### src/rtl/hazard_ctrl_pkg.sv
// rtl/hazard_ctrl_pkg.sv - shared op-class and forward-select encodings for the hazard scheduler
package hazard_ctrl_pkg;

  // Op classes reported by the control unit for the ID-stage instruction
  localparam logic [1:0] OPT_NONE  = 2'b00;
  localparam logic [1:0] OPT_ALU   = 2'b01;
  localparam logic [1:0] OPT_LOAD  = 2'b10;
  localparam logic [1:0] OPT_STORE = 2'b11;

  // Operand source selects for the EX-stage operand muxes
  localparam logic [1:0] FWD_REG     = 2'b00;
  localparam logic [1:0] FWD_EX      = 2'b01;
  localparam logic [1:0] FWD_MEM_ALU = 2'b10;
  localparam logic [1:0] FWD_MEM_LD  = 2'b11;

  // Only ALU results and loads ever write a destination register
  function automatic logic opt_writes_rd(input logic [1:0] opt);
    return (opt == OPT_ALU) || (opt == OPT_LOAD);
  endfunction

endpackage

### src/rtl/hazard_ctrl_if.sv
// rtl/hazard_ctrl_if.sv - ID-stage usage inputs and pipeline control outputs of the hazard scheduler
interface hazard_ctrl_if #(
  parameter int REG_AW = 5,
  parameter int OPT_W  = 2
);

  logic              rs1use_ID;
  logic              rs2use_ID;
  logic [OPT_W-1:0]  hazard_optype_ID;
  logic [REG_AW-1:0] rd_ID;
  logic [REG_AW-1:0] rs1_ID;
  logic [REG_AW-1:0] rs2_ID;
  logic              Branch_ID;

  logic              PC_EN_IF;
  logic              reg_FD_EN;
  logic              reg_FD_flush;
  logic              reg_DE_flush;
  logic [1:0]        forward_ctrl_A;
  logic [1:0]        forward_ctrl_B;
  logic              forward_ctrl_ls;

  // Pipeline side: presents the ID instruction, consumes the control outputs
  modport master (
    output rs1use_ID, rs2use_ID, hazard_optype_ID, rd_ID, rs1_ID, rs2_ID, Branch_ID,
    input  PC_EN_IF, reg_FD_EN, reg_FD_flush, reg_DE_flush,
    input  forward_ctrl_A, forward_ctrl_B, forward_ctrl_ls
  );

  // Hazard scheduler side
  modport slave (
    input  rs1use_ID, rs2use_ID, hazard_optype_ID, rd_ID, rs1_ID, rs2_ID, Branch_ID,
    output PC_EN_IF, reg_FD_EN, reg_FD_flush, reg_DE_flush,
    output forward_ctrl_A, forward_ctrl_B, forward_ctrl_ls
  );

endinterface

### src/rtl/hazard_stage_slot.sv
// rtl/hazard_stage_slot.sv - one registered shadow slot (rd, store rs2, optype) of the hazard scheduler
module hazard_stage_slot
  import hazard_ctrl_pkg::*;
#(
  parameter int REG_AW = 5,
  parameter int OPT_W  = 2
) (
  input  logic              clk,
  input  logic              rst_n,
  input  logic              bubble,
  input  logic [REG_AW-1:0] rd_i,
  input  logic [REG_AW-1:0] rs2_i,
  input  logic [OPT_W-1:0]  opt_i,
  output logic [REG_AW-1:0] rd_o,
  output logic [REG_AW-1:0] rs2_o,
  output logic [OPT_W-1:0]  opt_o
);

  logic [REG_AW-1:0] rd_d,  rd_q;
  logic [REG_AW-1:0] rs2_d, rs2_q;
  logic [OPT_W-1:0]  opt_d, opt_q;

  // Next slot contents: a bubble is an empty op; rs2 is only meaningful for stores
  always_comb begin
    rd_d  = '0;
    rs2_d = '0;
    opt_d = OPT_NONE;
    if (!bubble) begin
      rd_d  = rd_i;
      opt_d = opt_i;
      if (opt_i == OPT_STORE) begin
        rs2_d = rs2_i;
      end
    end
  end

  // Slot register, cleared to an empty op on reset
  always_ff @(posedge clk) begin
    if (!rst_n) begin
      rd_q  <= '0;
      rs2_q <= '0;
      opt_q <= OPT_NONE;
    end else begin
      rd_q  <= rd_d;
      rs2_q <= rs2_d;
      opt_q <= opt_d;
    end
  end

  assign rd_o  = rd_q;
  assign rs2_o = rs2_q;
  assign opt_o = opt_q;

endmodule

### src/rtl/hazard_ctrl.sv
// rtl/hazard_ctrl.sv - forward selects, load-use stall and branch flush for the 5-stage RV32I pipe
module hazard_ctrl
  import hazard_ctrl_pkg::*;
#(
  parameter int REG_AW = 5,
  parameter int OPT_W  = 2
) (
  input  logic         clk,
  input  logic         rst_n,
  hazard_ctrl_if.slave hz
);

  localparam int NSLOT = 3;
  localparam int S_EX  = 0;
  localparam int S_MEM = 1;
  localparam int S_WB  = 2;

  logic [REG_AW-1:0] slot_rd     [NSLOT];
  logic [REG_AW-1:0] slot_rs2    [NSLOT];
  logic [OPT_W-1:0]  slot_opt    [NSLOT];
  logic [REG_AW-1:0] nxt_rd      [NSLOT];
  logic [REG_AW-1:0] nxt_rs2     [NSLOT];
  logic [OPT_W-1:0]  nxt_opt     [NSLOT];
  logic              slot_bubble [NSLOT];

  logic       hit_ex_a, hit_ex_b, hit_mem_a, hit_mem_b;
  logic       stall;
  logic [1:0] fwd_a, fwd_b;
  logic       ls_hit;

  // A live source matches a slot that produces a value into the same non-zero register
  function automatic logic src_hit(input logic src_use, input logic [REG_AW-1:0] src,
                                   input logic [OPT_W-1:0] opt, input logic [REG_AW-1:0] rd);
    return src_use && opt_writes_rd(opt) && (rd != '0) && (rd == src);
  endfunction

  // Youngest producer wins; a load still in EX cannot forward and is handled by the stall
  function automatic logic [1:0] fwd_pick(input logic hit_ex, input logic hit_mem,
                                          input logic [OPT_W-1:0] ex_opt,
                                          input logic [OPT_W-1:0] mem_opt);
    if (hit_ex && (ex_opt == OPT_ALU)) begin
      return FWD_EX;
    end else if (hit_mem && (mem_opt == OPT_ALU)) begin
      return FWD_MEM_ALU;
    end else if (hit_mem && (mem_opt == OPT_LOAD)) begin
      return FWD_MEM_LD;
    end
    return FWD_REG;
  endfunction

  // Shadow pipe inputs: EX takes the ID instruction (or a bubble on stall), later slots shift
  always_comb begin
    nxt_rd[S_EX]      = hz.rd_ID;
    nxt_rs2[S_EX]     = hz.rs2_ID;
    nxt_opt[S_EX]     = hz.hazard_optype_ID;
    slot_bubble[S_EX] = stall;
    for (int i = 1; i < NSLOT; i++) begin
      nxt_rd[i]      = slot_rd[i-1];
      nxt_rs2[i]     = slot_rs2[i-1];
      nxt_opt[i]     = slot_opt[i-1];
      slot_bubble[i] = 1'b0;
    end
  end

  for (genvar g = 0; g < NSLOT; g++) begin : g_slot
    hazard_stage_slot #(
      .REG_AW (REG_AW),
      .OPT_W  (OPT_W)
    ) u_slot (
      .clk    (clk),
      .rst_n  (rst_n),
      .bubble (slot_bubble[g]),
      .rd_i   (nxt_rd[g]),
      .rs2_i  (nxt_rs2[g]),
      .opt_i  (nxt_opt[g]),
      .rd_o   (slot_rd[g]),
      .rs2_o  (slot_rs2[g]),
      .opt_o  (slot_opt[g])
    );
  end

  // Hazard detection; everything is masked while reset is held since slots may still be stale
  always_comb begin
    hit_ex_a  = src_hit(hz.rs1use_ID, hz.rs1_ID, slot_opt[S_EX],  slot_rd[S_EX]);
    hit_ex_b  = src_hit(hz.rs2use_ID, hz.rs2_ID, slot_opt[S_EX],  slot_rd[S_EX]);
    hit_mem_a = src_hit(hz.rs1use_ID, hz.rs1_ID, slot_opt[S_MEM], slot_rd[S_MEM]);
    hit_mem_b = src_hit(hz.rs2use_ID, hz.rs2_ID, slot_opt[S_MEM], slot_rd[S_MEM]);

    stall = rst_n && (hit_ex_a || hit_ex_b) && (slot_opt[S_EX] == OPT_LOAD);

    fwd_a = FWD_REG;
    fwd_b = FWD_REG;
    if (rst_n && !stall) begin
      fwd_a = fwd_pick(hit_ex_a, hit_mem_a, slot_opt[S_EX], slot_opt[S_MEM]);
      fwd_b = fwd_pick(hit_ex_b, hit_mem_b, slot_opt[S_EX], slot_opt[S_MEM]);
    end

    ls_hit = rst_n && (slot_opt[S_MEM] == OPT_STORE) && (slot_opt[S_WB] == OPT_LOAD) &&
             (slot_rd[S_WB] != '0) && (slot_rd[S_WB] == slot_rs2[S_MEM]);
  end

  // Pipeline register controls; a branch seen during a stall is retried next cycle
  always_comb begin
    hz.PC_EN_IF        = !stall;
    hz.reg_FD_EN       = !stall;
    hz.reg_DE_flush    = stall;
    hz.reg_FD_flush    = rst_n && hz.Branch_ID && !stall;
    hz.forward_ctrl_A  = fwd_a;
    hz.forward_ctrl_B  = fwd_b;
    hz.forward_ctrl_ls = ls_hit;
  end

endmodule

### src/flat_wrapper.sv
// flat-port wrapper written by rule: the top's interface ports become plain ports
module hazard_ctrl_flat import hazard_ctrl_pkg::*;
#(
  parameter int REG_AW = 5,
  parameter int OPT_W  = 2
)
  (clk, rst_n, hz_rs1use_ID, hz_rs2use_ID, hz_hazard_optype_ID, hz_rd_ID, hz_rs1_ID, hz_rs2_ID, hz_Branch_ID, hz_PC_EN_IF, hz_reg_FD_EN, hz_reg_FD_flush, hz_reg_DE_flush, hz_forward_ctrl_A, hz_forward_ctrl_B, hz_forward_ctrl_ls);
  hazard_ctrl_if #(.REG_AW(REG_AW), .OPT_W(OPT_W)) hz_i ();
  input  logic clk;
  input  logic rst_n;
  input wire logic [$bits(hz_i.rs1use_ID)-1:0] hz_rs1use_ID;
  input wire logic [$bits(hz_i.rs2use_ID)-1:0] hz_rs2use_ID;
  input wire logic [$bits(hz_i.hazard_optype_ID)-1:0] hz_hazard_optype_ID;
  input wire logic [$bits(hz_i.rd_ID)-1:0] hz_rd_ID;
  input wire logic [$bits(hz_i.rs1_ID)-1:0] hz_rs1_ID;
  input wire logic [$bits(hz_i.rs2_ID)-1:0] hz_rs2_ID;
  input wire logic [$bits(hz_i.Branch_ID)-1:0] hz_Branch_ID;
  output wire logic [$bits(hz_i.PC_EN_IF)-1:0] hz_PC_EN_IF;
  output wire logic [$bits(hz_i.reg_FD_EN)-1:0] hz_reg_FD_EN;
  output wire logic [$bits(hz_i.reg_FD_flush)-1:0] hz_reg_FD_flush;
  output wire logic [$bits(hz_i.reg_DE_flush)-1:0] hz_reg_DE_flush;
  output wire logic [$bits(hz_i.forward_ctrl_A)-1:0] hz_forward_ctrl_A;
  output wire logic [$bits(hz_i.forward_ctrl_B)-1:0] hz_forward_ctrl_B;
  output wire logic [$bits(hz_i.forward_ctrl_ls)-1:0] hz_forward_ctrl_ls;
  assign hz_i.rs1use_ID = hz_rs1use_ID;
  assign hz_i.rs2use_ID = hz_rs2use_ID;
  assign hz_i.hazard_optype_ID = hz_hazard_optype_ID;
  assign hz_i.rd_ID = hz_rd_ID;
  assign hz_i.rs1_ID = hz_rs1_ID;
  assign hz_i.rs2_ID = hz_rs2_ID;
  assign hz_i.Branch_ID = hz_Branch_ID;
  assign hz_PC_EN_IF = hz_i.PC_EN_IF;
  assign hz_reg_FD_EN = hz_i.reg_FD_EN;
  assign hz_reg_FD_flush = hz_i.reg_FD_flush;
  assign hz_reg_DE_flush = hz_i.reg_DE_flush;
  assign hz_forward_ctrl_A = hz_i.forward_ctrl_A;
  assign hz_forward_ctrl_B = hz_i.forward_ctrl_B;
  assign hz_forward_ctrl_ls = hz_i.forward_ctrl_ls;
  hazard_ctrl #(.REG_AW(REG_AW), .OPT_W(OPT_W)) u_core (.clk(clk), .rst_n(rst_n), .hz(hz_i));
endmodule
### config.mk
export PLATFORM = sky130hd
export DESIGN_NAME = hazard_ctrl_flat
export DESIGN_NICKNAME = d
export VERILOG_FILES = /design/src/rtl/hazard_ctrl_pkg.sv /design/src/rtl/hazard_ctrl_if.sv /design/src/rtl/hazard_stage_slot.sv /design/src/rtl/hazard_ctrl.sv /design/src/flat_wrapper.sv
export SDC_FILE = /design/constraint.sdc
export NUM_CORES = 1
export LEC_CHECK = 0
export ABC_AREA = 1
export CORE_MARGIN = 5
export CORE_UTILIZATION = 50
export CTS_CLUSTER_SIZE = 16
export DETAILED_ROUTE_END_ITERATION = 8
export PLACE_DENSITY = 0.78
export SLEW_MARGIN = 20
export SYNTH_ARGS = -nofsm -noshare
export SYNTH_HDL_FRONTEND = slang
export SYNTH_SLANG_ARGS = --single-unit
### constraint.sdc
create_clock -name clk -period 4.3 [get_ports clk]
set_clock_uncertainty 0.1 [all_clocks]
set_input_delay 1.29 -clock clk [delete_from_list [all_inputs] [get_ports clk]]
set_output_delay 1.29 -clock clk [all_outputs]
set_load 0.01 [all_outputs]
==> results.py <==
metrics = {
    "logic_synthesis": {
        "ys_seq_elements": 31,
        "synth.area.top_cells": "dfxtp_1 (39%), nand2_1 (17%), inv_1 (14%)",
        "synth_most_common_cell": "nand2_1",
        "syn_area_mm2": 0.001575,
        "synth_top_area_share": 0.3940,
        "synth_warnings": 0,
        "syn_area_per_cell_um2": 6.404,
        "synth_cell_types": 16,
        "yosysSeqAreaShare": 0.3940,
        "ys.flop_type": "dfxtp_1",
        "syn_nets": 274,
        "synth_commonest_cells": "nand2_1 (70), inv_1 (59), nor2_1 (51), dfxtp_1 (31), xnor2_1 (9)",
        "synth_edf_count": 0,
        "synth_top_area_cell": "dfxtp_1",
        "synthCells": 246,
        "synthArstFlopShare": 0,
    },
    "placed_design": {
        "post_dp_cell_area_mm2": 0.001961,
        "hpwl_um": 2633,
        "io_buffers": 30,
        "dpl_worst_slack_ns": -0.1491,
        "gp_congestion": 0.8580,
    },
    "floorplanning": {
        "io_pins": 31,
        "std_cell_rows": 20,
        "die-height_um": 66.13,
        "fp.coreArea_mm2": 0.003028,
        "initial_utilization": 0.5202,
        "die_w_um": 66.13,
        "die_area_mm2": 0.004373,
    },
    "detailed_routing": {
        "drt_pass1_iterations": 4,
        "drtIter0Drc": 57,
        "drc_errors": 0,
        "wirelength_um": 3352,
        "antenna_left": 0,
        "vias_per_cell": 4.404,
        "wire_per_inst_um": 10.10,
        "vias": 1462,
    },
    "global_routing": {
        "grt_pass1_wl_um": 5906,
        "antenna_found_initial": 0,
        "grt-ovfl-total": 0,
        "grt_use_total": 0.1813,
        "grt_max_degree": 12,
        "grt_pass1_vias": 1437,
    },
    "timing": {
        "slew_viol_final": 0,
        "setup_violations": 0,
        "worstMarginPinSlew_ns": 0.2229,
        "fmax_ghz": 0.2361,
        "fin_crit_sh": 0.9850,
        "relSlewSlack": 0.8511,
        "final-hold-violation-count": 0,
        "fin_ws_ns": 0.06467,
        "fin_crit_ns": 4.235,
    },
    "worst_setup_path": {
        "path_common_cell": "nand2_1",
        "critPathLaunchType": "input port",
        "path_cells": "clkdlybuf4s50_1 > inv_1 > nand2_1 > nand2_1 > nand2_1 > nor2_2 > nand2_1 > nand2_1 > nand2_2 > buf_4 > dlygate4sd2_1",
        "worstPathArrival_ns": 2.85,
        "crit_fanout": 4,
        "slowest_stage": "clkdlybuf4s50_1",
        "r2r_slack_ns": 2.40,
        "slowest_delay_ns": 0.46,
        "setup.worst_path.start": "hz_rs2_ID[2]",
        "r2r_start": "u_core.g_slot[0].u_slot.opt_o[0]$_SDFF_PP0_",
        "critPathKind": "input port to primary output",
        "worstReg2RegEnd": "u_core.g_slot[0].u_slot.rd_o[1]$_SDFF_PP0_",
        "ff2ff_path_depth": 13,
        "cp-endpoint": "hz_PC_EN_IF",
        "end_kind": "primary output",
        "crit_required_ns": 2.91,
    },
    "final_layout": {
        "layout-drive-gt1-share": 0.1007,
        "final_nets": 315,
        "final_area_mm2": 0.002053,
        "synthToLayoutAreaGrowth_pct": 30.34,
        "fill_cells": 278,
        "insertedDiodeCount": 0,
    },
    "clock_tree": {
        "cts-htree-levels": 2,
        "insertion_delay_ns": 0.34,
        "hold_buffers": 0,
        "cts_root_buffer": "clkbuf_4",
        "cts.sink_count": 31,
        "clock_path_buffers": 2,
        "post_cts_buffers": 0,
        "numCtsBuffers": 5,
        "clk_pin_slew_ns": 0.10,
        "tritoncts": "built",
    },
    "power_and_ir_drop": {
        "p_per_area_mw_per_mm2": 300.7,
        "peakVddDrop_mv": 0.2000,
        "p_leak_nw": 1.147,
    },
    "run": {
        "drv_cap": 0,
    },
    "min_path": {
        "hold_path_class": "register to register",
    },
    "status": {
        "status": "finished clean",
    },
}
## layout by cell type, fill, tap and decap left out
| cell | instances |
|---|---|
| clkbuf_4 | 5 |
| nand3_1 | 6 |
| clkdlybuf4s50_1 | 14 |
| ha_1 | 6 |
| bufinv_16 | 1 |
| nand4_1 | 4 |
| nand2_4 | 1 |
| inv_1 | 57 |
| nand2_1 | 70 |
| clkinv_4 | 1 |
| o22ai_1 | 1 |
| a31oi_1 | 1 |
| nand2_2 | 1 |
| a22o_1 | 1 |
| clkbuf_2 | 4 |
| dlymetal6s2s_1 | 8 |
| clkdlybuf4s15_1 | 1 |
| inv_2 | 2 |
| dlygate4sd2_1 | 3 |
| nor2_2 | 5 |
| buf_4 | 8 |
| xnor2_1 | 9 |
| clkinv_2 | 1 |
| dfxtp_1 | 31 |
| nor2_1 | 47 |
## report_power, final
part | leakage, nW | switching, mW | internal [mW]
logic | 0.848 | 0.0412 | 0.0409
clock network | 0.0452 | 0.108 | 0.122
registers | 0.254 | 0.00929 | 0.296
## critical path: cells and delay by family
family / cells / cell delay [ns]
buf+inv: 4 / 0.98
simple gates: 7 / 0.58
## area by class of cell
cell class              instances  area [um2]  share of cell area
inverters                      59       221.5              0.1079
repair buffers                 38       356.6              0.1737
clock buffers                   5       37.54             0.01828
well taps                      44       55.05             0.02681
multi-input cells             152       718.2              0.3498
clock inverters                 3       43.79             0.02133
flip-flops and latches         31       620.6              0.3023
## what timing repair did
action | CTS | global route
pin swaps | 0 | 0
endpoints found under the setup margin | 8 | 9
gates resized for setup | 8 | 24
## sequential cells by signal (all words and copies together) (netlist names)
register / flops
u_core.g_slot.u_slot.rd_o: 15
u_core.g_slot.u_slot.rs2_o: 10
u_core.g_slot.u_slot.opt_o: 6
## worst min-delay path by stage
stage | slack [ns] | cells past startpoint | to | from
floorplan | 0.29 | 2 | u_core.g_slot[1].u_slot.rs2_o[0]$_SDFF_PN0_ | u_core.g_slot[0].u_slot.rs2_o[0]$_SDFF_PP0_
global placement | 0.30 | 2 | u_core.g_slot[1].u_slot.rs2_o[3]$_SDFF_PN0_ | u_core.g_slot[0].u_slot.rs2_o[3]$_SDFF_PP0_
detailed placement | 0.30 | 2 | u_core.g_slot[1].u_slot.rs2_o[3]$_SDFF_PN0_ | u_core.g_slot[0].u_slot.rs2_o[3]$_SDFF_PP0_
CTS | 0.32 | 2 | u_core.g_slot[1].u_slot.rs2_o[4]$_SDFF_PN0_ | u_core.g_slot[0].u_slot.rs2_o[4]$_SDFF_PP0_
global route | 0.34 | 2 | u_core.g_slot[1].u_slot.rs2_o[3]$_SDFF_PN0_ | u_core.g_slot[0].u_slot.rs2_o[3]$_SDFF_PP0_
finish | 0.31 | 2 | u_core.g_slot[1].u_slot.rs2_o[2]$_SDFF_PN0_ | u_core.g_slot[0].u_slot.rs2_o[2]$_SDFF_PP0_
## cell families after synthesis
group,synth area share
AOI/OAI and AO/OA,0.01351
xor gates and xnor gates,0.05004
adders and majority gates,0.04766
buffers and inverters,0.1596
DFF,0.3940
and+or+nand+nor,0.3352
## through the flow
step	instances	TNS [ns]	util	power [mW]	hold WS, ns
finish	332	0	0.6781	0.6174	0.3139
CTS	332	0	0.6711	0.6239	0.3180
floorplan	246	0	-	0.3550	0.2936
global placement	324	-0.9148	0.6475	0.3904	0.2968
global route	332	-0.004681	0.6781	0.6521	0.3443
detailed placement	324	-1.013	0.6475	0.3929	0.3021
## routing by layer
metal | wire length, um | GRT usage | vias to the layer above
met2 | 1625 | 0.3048 | 42
met1 | 1390 | 0.1952 | 630
met5 | 0 | 0 | -
met3 | 260 | 0.07313 | 8
li1 | - | - | 782
met4 | 75 | 0.08883 | 0
Power figures use the tool's default switching activity.
